File: config.mk
export PLATFORM = sky130hd
export DESIGN_NAME = wb_mem_arbiter_flat
export DESIGN_NICKNAME = d
export VERILOG_FILES = /design/src/rtl/wb_arb_pkg.sv /design/src/rtl/wb_pkg.sv /design/src/rtl/wishbone_if.sv /design/src/rtl/wb_arb_watchdog.sv /design/src/rtl/wb_mem_arbiter.sv /design/src/flat_wrapper.sv
export SDC_FILE = /design/constraint.sdc
export NUM_CORES = 1
export LEC_CHECK = 0
export CORE_AREA = 8 8 114 116
export CTS_CLUSTER_DIAMETER = 80
export CTS_CLUSTER_SIZE = 30
export DETAILED_ROUTE_END_ITERATION = 10
export DIE_AREA = 0 0 122 124
export HOLD_SLACK_MARGIN = 0.05
export PLACE_DENSITY = 0.64
export SLEW_MARGIN = 20
export SYNTH_ARGS = -nofsm -noshare
export SYNTH_HDL_FRONTEND = slang
export SYNTH_SLANG_ARGS = --single-unit
export TNS_END_PERCENT = 1
File: constraint.sdc
create_clock -name clk -period 4.25 [get_ports clk]
set_clock_uncertainty 0.1 [all_clocks]
set_input_delay 0.85 -clock clk [delete_from_list [all_inputs] [get_ports clk]]
set_output_delay 0.85 -clock clk [all_outputs]
set_load 0.01 [all_outputs]
File: src/rtl/wb_arb_pkg.sv
// Arbiter-local definitions: FSM encoding, master index constants and watchdog fill data.
package wb_arb_pkg;

   localparam logic [1:0] ST_IDLE = 2'd0;
   localparam logic [1:0] ST_GNT0 = 2'd1;
   localparam logic [1:0] ST_GNT1 = 2'd2;

   typedef enum logic [1:0] {
      IDLE = ST_IDLE,
      GNT0 = ST_GNT0,
      GNT1 = ST_GNT1
   } arb_state_e;

   localparam logic ARB_M0 = 1'b0;
   localparam logic ARB_M1 = 1'b1;

   localparam logic [31:0] TIMEOUT_DATA = 32'hDEAD_BEEF;

endpackage

File: src/rtl/wb_pkg.sv
// Shared Wishbone definitions: transfer data-width encoding used by every bus port.
package wb_pkg;

   typedef enum logic [1:0] {
      eDW_B = 2'd0,
      eDW_H = 2'd1,
      eDW_W = 2'd2
   } wb_width_e;

endpackage

File: src/rtl/wishbone_if.sv
// Wishbone bus bundle with master/slave views as seen from each side of a link.
interface WISHBONE_IF;
   import wb_pkg::*;

   logic [31:0] addr;
   logic        we;
   logic        stb;
   logic        cyc;
   wb_width_e   width;
   logic [31:0] data_write;
   logic [31:0] data_read;
   logic        ack;

   modport master (
      output addr, we, stb, cyc, width, data_write,
      input  data_read, ack
   );

   modport slave (
      input  addr, we, stb, cyc, width, data_write,
      output data_read, ack
   );

endinterface

File: src/rtl/wb_arb_watchdog.sv
// Grant watchdog: counts un-acked cycles of a granted transfer and fires a one-cycle pulse.
module wb_arb_watchdog #(
   parameter int unsigned TIMEOUT_CYCLES = 255
) (
   input  logic clk,
   input  logic rst_n,
   input  logic start,
   input  logic active,
   input  logic ack,
   output logic fire
);

   localparam logic [15:0] LAST = 16'(TIMEOUT_CYCLES - 1);

   logic [15:0] count;

   assign fire = active && !ack && (count == LAST);

   always_ff @(posedge clk or negedge rst_n) begin
      if (!rst_n) begin
         count <= '0;
      end else if (start || ack || fire) begin
         count <= '0;
      end else if (active) begin
         count <= count + 16'd1;
      end
   end

endmodule

File: src/rtl/wb_mem_arbiter.sv
// Two-master (fetch M0, data M1) to one-slave Wishbone arbiter with grant held until cyc drops.
// Optional grant watchdog enabled by defining ARB_TIMEOUT_EN.
module wb_mem_arbiter
   import wb_pkg::*;
   import wb_arb_pkg::*;
#(
   parameter int unsigned PRIORITY_MODE  = 0,
   parameter int unsigned TIMEOUT_CYCLES = 255
) (
   input  logic       clk,
   input  logic       rst_n,
   WISHBONE_IF.slave  m0_wb,
   WISHBONE_IF.slave  m1_wb,
   WISHBONE_IF.master s_wb,
   output logic [1:0] oGrant,
   output logic       oTimeout
);

   arb_state_e state;
   arb_state_e state_nxt;
   logic       last_win;
   logic       gnt0;
   logic       gnt1;
   logic       fire;

   always_comb begin
      state_nxt = state;
      case (state)
         IDLE: begin
            if (m0_wb.cyc && m1_wb.cyc) begin
               if (PRIORITY_MODE == 0) begin
                  state_nxt = GNT1;
               end else begin
                  state_nxt = (last_win == ARB_M1) ? GNT0 : GNT1;
               end
            end else if (m0_wb.cyc) begin
               state_nxt = GNT0;
            end else if (m1_wb.cyc) begin
               state_nxt = GNT1;
            end
         end
         GNT0:    if (!m0_wb.cyc) state_nxt = IDLE;
         GNT1:    if (!m1_wb.cyc) state_nxt = IDLE;
         default: state_nxt = IDLE;
      endcase
   end

   always_ff @(posedge clk or negedge rst_n) begin
      if (!rst_n) begin
         state    <= IDLE;
         last_win <= ARB_M1;
      end else begin
         state <= state_nxt;
         if (state == IDLE && state_nxt == GNT0) last_win <= ARB_M0;
         if (state == IDLE && state_nxt == GNT1) last_win <= ARB_M1;
      end
   end

   // Routing decodes straight from the registered state, so an async reset drops the bus at once.
   assign gnt0 = (state == GNT0);
   assign gnt1 = (state == GNT1);

   assign oGrant[ARB_M0] = gnt0;
   assign oGrant[ARB_M1] = gnt1;

   assign s_wb.addr       = gnt0 ? m0_wb.addr       : gnt1 ? m1_wb.addr       : '0;
   assign s_wb.we         = gnt0 ? m0_wb.we         : gnt1 ? m1_wb.we         : 1'b0;
   assign s_wb.stb        = gnt0 ? m0_wb.stb        : gnt1 ? m1_wb.stb        : 1'b0;
   assign s_wb.cyc        = gnt0 ? m0_wb.cyc        : gnt1 ? m1_wb.cyc        : 1'b0;
   assign s_wb.width      = gnt0 ? m0_wb.width      : gnt1 ? m1_wb.width      : eDW_W;
   assign s_wb.data_write = gnt0 ? m0_wb.data_write : gnt1 ? m1_wb.data_write : '0;

   assign m0_wb.ack       = gnt0 && (s_wb.ack || fire);
   assign m1_wb.ack       = gnt1 && (s_wb.ack || fire);
   assign m0_wb.data_read = !gnt0 ? '0 : fire ? TIMEOUT_DATA : s_wb.data_read;
   assign m1_wb.data_read = !gnt1 ? '0 : fire ? TIMEOUT_DATA : s_wb.data_read;

`ifdef ARB_TIMEOUT_EN
   wb_arb_watchdog #(
      .TIMEOUT_CYCLES(TIMEOUT_CYCLES)
   ) u_watchdog (
      .clk   (clk),
      .rst_n (rst_n),
      .start ((state == IDLE) && (state_nxt != IDLE)),
      .active(state != IDLE),
      .ack   (s_wb.ack),
      .fire  (fire)
   );
`else
   // No watchdog: the limit only keeps the parameter referenced; the result is always 0.
   assign fire = 1'b0 & (TIMEOUT_CYCLES == 0);
`endif

   assign oTimeout = fire;

endmodule
File: src/flat_wrapper.sv
// flat-port wrapper written by rule: the top's interface ports become plain ports
module wb_mem_arbiter_flat import wb_pkg::*; import wb_arb_pkg::*;
#(
   parameter int unsigned PRIORITY_MODE  = 0,
   parameter int unsigned TIMEOUT_CYCLES = 255
)
  (clk, rst_n, oGrant, oTimeout, m0_wb_addr, m0_wb_we, m0_wb_stb, m0_wb_cyc, m0_wb_width, m0_wb_data_write, m0_wb_data_read, m0_wb_ack, m1_wb_addr, m1_wb_we, m1_wb_stb, m1_wb_cyc, m1_wb_width, m1_wb_data_write, m1_wb_data_read, m1_wb_ack, s_wb_addr, s_wb_we, s_wb_stb, s_wb_cyc, s_wb_width, s_wb_data_write, s_wb_data_read, s_wb_ack);
  WISHBONE_IF m0_wb_i ();
  WISHBONE_IF m1_wb_i ();
  WISHBONE_IF s_wb_i ();
  input  logic clk;
  input  logic rst_n;
  output logic [1:0] oGrant;
  output logic oTimeout;
  input wire logic [$bits(m0_wb_i.addr)-1:0] m0_wb_addr;
  input wire logic [$bits(m0_wb_i.we)-1:0] m0_wb_we;
  input wire logic [$bits(m0_wb_i.stb)-1:0] m0_wb_stb;
  input wire logic [$bits(m0_wb_i.cyc)-1:0] m0_wb_cyc;
  input wire logic [$bits(m0_wb_i.width)-1:0] m0_wb_width;
  input wire logic [$bits(m0_wb_i.data_write)-1:0] m0_wb_data_write;
  output wire logic [$bits(m0_wb_i.data_read)-1:0] m0_wb_data_read;
  output wire logic [$bits(m0_wb_i.ack)-1:0] m0_wb_ack;
  input wire logic [$bits(m1_wb_i.addr)-1:0] m1_wb_addr;
  input wire logic [$bits(m1_wb_i.we)-1:0] m1_wb_we;
  input wire logic [$bits(m1_wb_i.stb)-1:0] m1_wb_stb;
  input wire logic [$bits(m1_wb_i.cyc)-1:0] m1_wb_cyc;
  input wire logic [$bits(m1_wb_i.width)-1:0] m1_wb_width;
  input wire logic [$bits(m1_wb_i.data_write)-1:0] m1_wb_data_write;
  output wire logic [$bits(m1_wb_i.data_read)-1:0] m1_wb_data_read;
  output wire logic [$bits(m1_wb_i.ack)-1:0] m1_wb_ack;
  output wire logic [$bits(s_wb_i.addr)-1:0] s_wb_addr;
  output wire logic [$bits(s_wb_i.we)-1:0] s_wb_we;
  output wire logic [$bits(s_wb_i.stb)-1:0] s_wb_stb;
  output wire logic [$bits(s_wb_i.cyc)-1:0] s_wb_cyc;
  output wire logic [$bits(s_wb_i.width)-1:0] s_wb_width;
  output wire logic [$bits(s_wb_i.data_write)-1:0] s_wb_data_write;
  input wire logic [$bits(s_wb_i.data_read)-1:0] s_wb_data_read;
  input wire logic [$bits(s_wb_i.ack)-1:0] s_wb_ack;
  assign m0_wb_i.addr = m0_wb_addr;
  assign m0_wb_i.we = m0_wb_we;
  assign m0_wb_i.stb = m0_wb_stb;
  assign m0_wb_i.cyc = m0_wb_cyc;
  assign m0_wb_i.width = m0_wb_width;
  assign m0_wb_i.data_write = m0_wb_data_write;
  assign m0_wb_data_read = m0_wb_i.data_read;
  assign m0_wb_ack = m0_wb_i.ack;
  assign m1_wb_i.addr = m1_wb_addr;
  assign m1_wb_i.we = m1_wb_we;
  assign m1_wb_i.stb = m1_wb_stb;
  assign m1_wb_i.cyc = m1_wb_cyc;
  assign m1_wb_i.width = m1_wb_width;
  assign m1_wb_i.data_write = m1_wb_data_write;
  assign m1_wb_data_read = m1_wb_i.data_read;
  assign m1_wb_ack = m1_wb_i.ack;
  assign s_wb_addr = s_wb_i.addr;
  assign s_wb_we = s_wb_i.we;
  assign s_wb_stb = s_wb_i.stb;
  assign s_wb_cyc = s_wb_i.cyc;
  assign s_wb_width = s_wb_i.width;
  assign s_wb_data_write = s_wb_i.data_write;
  assign s_wb_i.data_read = s_wb_data_read;
  assign s_wb_i.ack = s_wb_ack;
  wb_mem_arbiter #(.PRIORITY_MODE(PRIORITY_MODE), .TIMEOUT_CYCLES(TIMEOUT_CYCLES)) u_core (.clk(clk), .rst_n(rst_n), .m0_wb(m0_wb_i), .m1_wb(m1_wb_i), .s_wb(s_wb_i), .oGrant(oGrant), .oTimeout(oTimeout));
endmodule
After elaboration in Yosys (flattened, before gate mapping)
Index checks and enable logic that the tools add are counted.
W data, S select, Z words.
{"block": "totals", "inputBits": 173, "reg_bits": 2}
{"block": "op_classes", "n_mux": 20, "eq_ne": 5, "reduce_logical": 5}
{"operator": "$mux W32", "n": 6}
{"operator": "$mux W2", "n": 7}
{"operator": "$mux W1", "n": 6}
{"operator": "$pmux W2 S3", "n": 1}
{"operator": "$ne A2 B2 Y1 const B", "n": 2}
{"operator": "$ne A4 B3 Y1 const B", "n": 1}
{"operator": "$logic_and A1 B1 Y1", "n": 3}
{"operator": "$reduce_and A3 Y1", "n": 1}
{"operator": "$eq A2 B1 Y1 const B", "n": 1}
{"operator": "$eq A2 B2 Y1 const B", "n": 1}
{"operator": "$logic_not A2 Y1", "n": 1}

Depth between registers and ports, before layout
{"block": "logic_depth", "depth_word": 4, "mapped_depth": 4, "mapped_depth_nobuf": 2}

Worst setup path before layout
Ideal clock, no wire load.
{"block": "synth_timing", "kind": "input -> output", "startpoint": "input port m0_wb_width[1]", "endpoint": "output port s_wb_width[1]", "path_stages": 2, "setup_slack_ps": 2178, "arrival_ps": 1122, "n_path_buf": 0, "cell_sequence": "inv_1 > a22oi_1"}
{"block": "synth_via", "elab_chain_len": 1}
{"item": "start: declaration", "line_no": "flat_wrapper.sv:19", "source": "input wire logic [$bits(m0_wb_i.width)-1:0] m0_wb_width;"}
{"item": "$mux W2", "line_no": "wb_mem_arbiter.sv:70", "source": "assign s_wb.width = gnt0 ? m0_wb.width : gnt1 ? m1_wb.width : eDW_W;"}
{"item": "end: declaration", "line_no": "flat_wrapper.sv:35", "source": "output wire logic [$bits(s_wb_i.width)-1:0] s_wb_width;"}
No other way between the ends.

Worst setup path in the final report
{"block": "layout_timing", "startpoint": "register u_core.state[1]", "endpoint": "output port s_wb_addr[25]"}
{"block": "layout_via", "elab_chain_len": 3, "word_cells_on_any_way": 4, "classes_between": "2 x eq/ne; 2 x mux"}
{"item": "start: declaration", "line_no": "wb_mem_arbiter.sv:19", "source": "arb_state_e state;"}
{"item": "start signal: assignment", "line_no": "wb_mem_arbiter.sv:53", "source": "state <= state_nxt;"}
{"item": "$eq A2 B2 Y1", "line_no": "wb_mem_arbiter.sv:61", "source": "assign gnt1 = (state == GNT1);"}
{"item": "$mux W32", "line_no": "wb_mem_arbiter.sv:66", "source": "assign s_wb.addr = gnt0 ? m0_wb.addr : gnt1 ? m1_wb.addr : '0;"}
{"item": "$mux W32 *", "line_no": "wb_mem_arbiter.sv:66"}
{"item": "end: declaration", "line_no": "flat_wrapper.sv:31", "source": "output wire logic [$bits(s_wb_i.addr)-1:0] s_wb_addr;"}
Every way passes the cells marked *; elsewhere a longest branch is shown, timed or not.

==> reports/results.tsv <==
metric	value	unit
fmax	295	MHz
reg2reg_from	u_core.state[0]$_DFFE_PN0P_	
clk_pin_slew_worst_paths	0.03	ns
cts.sinks	2	
mostFrequentLayoutCells	clkdlybuf4s50_1, a22o_1, and2_1	
regToRegSetupSlack	3.44	ns
syn_area	1310	µm²
top_register	u_core.state	
synth-seq-area-share	3.84	%
cp_max_fo	39	
grt_pass1_wl	16300	µm
synth_nets	342	
dieWidth	122	µm
post-dp-hpwl	10300	µm
slew_violations	0	
cts.path.max_buffers	2	
synth.distinct_cells	16	
ys_ff_latch	2	
ir_drop	0.162	mV
insertion_delay	0.22	ns
finalHoldViolCount	0	
synth_mux_area_share	0	%
avgSynthCellArea	7.72	µm²
grt-ovfl-total	0	
io_pins	311	
final_cells	603	
r2r-end	u_core.state[0]$_DFFE_PN0P_	
grt_pass1_vias	2702	
final_common_cell	clkdlybuf4s50_1	
synth_top_family_by_area	compound AO/OA/AOI/OAI gates	
wl_per_cell	19.7	µm
synth_xor_area_share	0	%
drive_gt1_share	1.96	%
port_buffers	309	
numCtsBuffers	3	
power_per_cell_area	148	nW/µm²
viasPerCell	4.20	
ctsHtreeMaxLevel	1	
antenna_cells	0	
whs_endpoint	u_core.state[1]$_DFFE_PN0P_	
multiInputGateArea	1060	µm²
dp.cells	600	
r2r_cells	2	
fillers	1149	
cts_tree	done	
synthSimpleGateAreaFrac	34.5	%
fp.dieArea	15100	µm²
tightest_slew	0.589	ns
track_usage	13.6	%
synth_compound_area_share	46.2	%
hold_depth	1	
cts_resized	0	
drc_errors	0	
final_nets	635	
min_from	u_core.state[0]$_DFFE_PN0P_	
grt_setup_unrepaired	false	
syn2layout_area_growth	244	%
leakage	1.74	nW
drt_iter0_drc	135	
final_antenna_net_count	0	
status	completed	
path_class	reg -> out	
vias	2530	
tns	0	ns
root_buffer	clkbuf_16	
synth_cells	169	
crit_path_end_kind	primary output	
grt_max_degree	46	
hp-class	reg -> reg	
wirelength	11900	µm
crit_required	3.30	ns
setup_viol	0	
coreArea	11200	µm²
cp-start-kind	register	
finalCriticalPeriod	3.39	ns
whs	0.364	ns
ys_warn_count	0	
largest_register_ffs	2	
place.gp.congestion	0.949	
relSlewSlack	60.7	%
timing.final.crit_share	79.7	%
largest_registers	u_core.state x2	
cts_hold_buf	0	
seqCellArea	50.0	µm²
post_cts_buffers	0	
row_count	39	
synthAdderAreaFrac	0	%
antenna_found_initial	0	
initial_core_util	11.7	%
drt-pass1-iter-count	4	
cap_violations	0	
arrival	2.44	ns
die_height	124	µm
[worst max-delay path by stage]
stage          cells past startpoint                   startpoint                   to
3_3_place_gp                       4  u_core.state[1]$_DFFE_PN0P_        s_wb_addr[23]
5_1_grt                            4  u_core.state[1]$_DFFE_PN0P_  s_wb_data_write[22]
2_1_floorplan                      2               m0_wb_width[1]        s_wb_width[1]
6_report                           4  u_core.state[1]$_DFFE_PN0P_        s_wb_addr[25]
3_5_place_dp                       4  u_core.state[1]$_DFFE_PN0P_        s_wb_addr[23]
4_1_cts                            4  u_core.state[1]$_DFFE_PN0P_        s_wb_addr[23]
[cells by family after synthesis]
family,after synthesis
and+or+nand+nor,70
AOI/OAI and AO/OA,69
buffers and inverters,27
DFF,2
other,1
[per-stage QoR]
stage / cell area (µm²) / total power, W / util [%] / worst slack, ns
global route: 4490 / 0.000699 / 40.2 / 0.739
CTS: 4490 / 0.000673 / 40.2 / 0.853
global placement: 4420 / 0.000520 / 39.5 / 1.11
detailed placement: 4420 / 0.000525 / 39.5 / 1.08
finish: 4490 / 0.000663 / 40.2 / 0.863
floorplan: 1310 / 0.000189 / - / 2.18
[final cells by class]
| class | instances | share of cell area [%] |
|---|---|---|
| tap | 143 | 3.98 |
| inverter | 2 | 0.167 |
| timing repair buffer | 313 | 69.5 |
| sequential | 2 | 1.11 |
| clock buffer | 3 | 1.67 |
| multi-input combinational | 140 | 23.5 |
[where the power goes]
group | switching [W] | total (W) | internal [W]
sequential | 0.00000128 | 0.0000217 | 0.0000205
combinational | 0.000171 | 0.000500 | 0.000328
clock | 0.0000216 | 0.000141 | 0.000120
total | 0.000194 | 0.000663 | 0.000468
[worst max-delay path: stages, from the launching register on]
cell and delay [ns]:
dfrtp_1 0.41, nor2b_4 0.50, buf_4 0.47, a22o_1 0.22, clkdlybuf4s50_1 0.60
[synthesized netlist by cell type]
library cell | instances | area, µm²
conb_1 | 1 | 3.75
buf_4 | 3 | 22.5
nor2b_1 | 1 | 6.26
clkbuf_2 | 2 | 10.0
nor2b_4 | 1 | 13.8
dfrtp_1 | 2 | 50.1
and2b_4 | 1 | 10.0
a22oi_1 | 1 | 7.51
a22o_1 | 68 | 596
inv_1 | 2 | 7.51
and2_1 | 66 | 413
buf_8 | 1 | 15.0
clkbuf_1 | 2 | 7.51
nor3b_1 | 1 | 7.51
buf_2 | 9 | 45.0
buf_6 | 8 | 90.1
[layer usage]
layer / wire [µm] / vias to the layer above / GRT usage, %
met5: 0 / - / 0
met4: 105 / 0 / 2.31
met3: 1210 / 8 / 4.81
met2: 6260 / 157 / 26.0
met1: 4280 / 1157 / 14.2
li1: - / 1208 / -
Note: power is estimated with default switching activity, not from simulation.
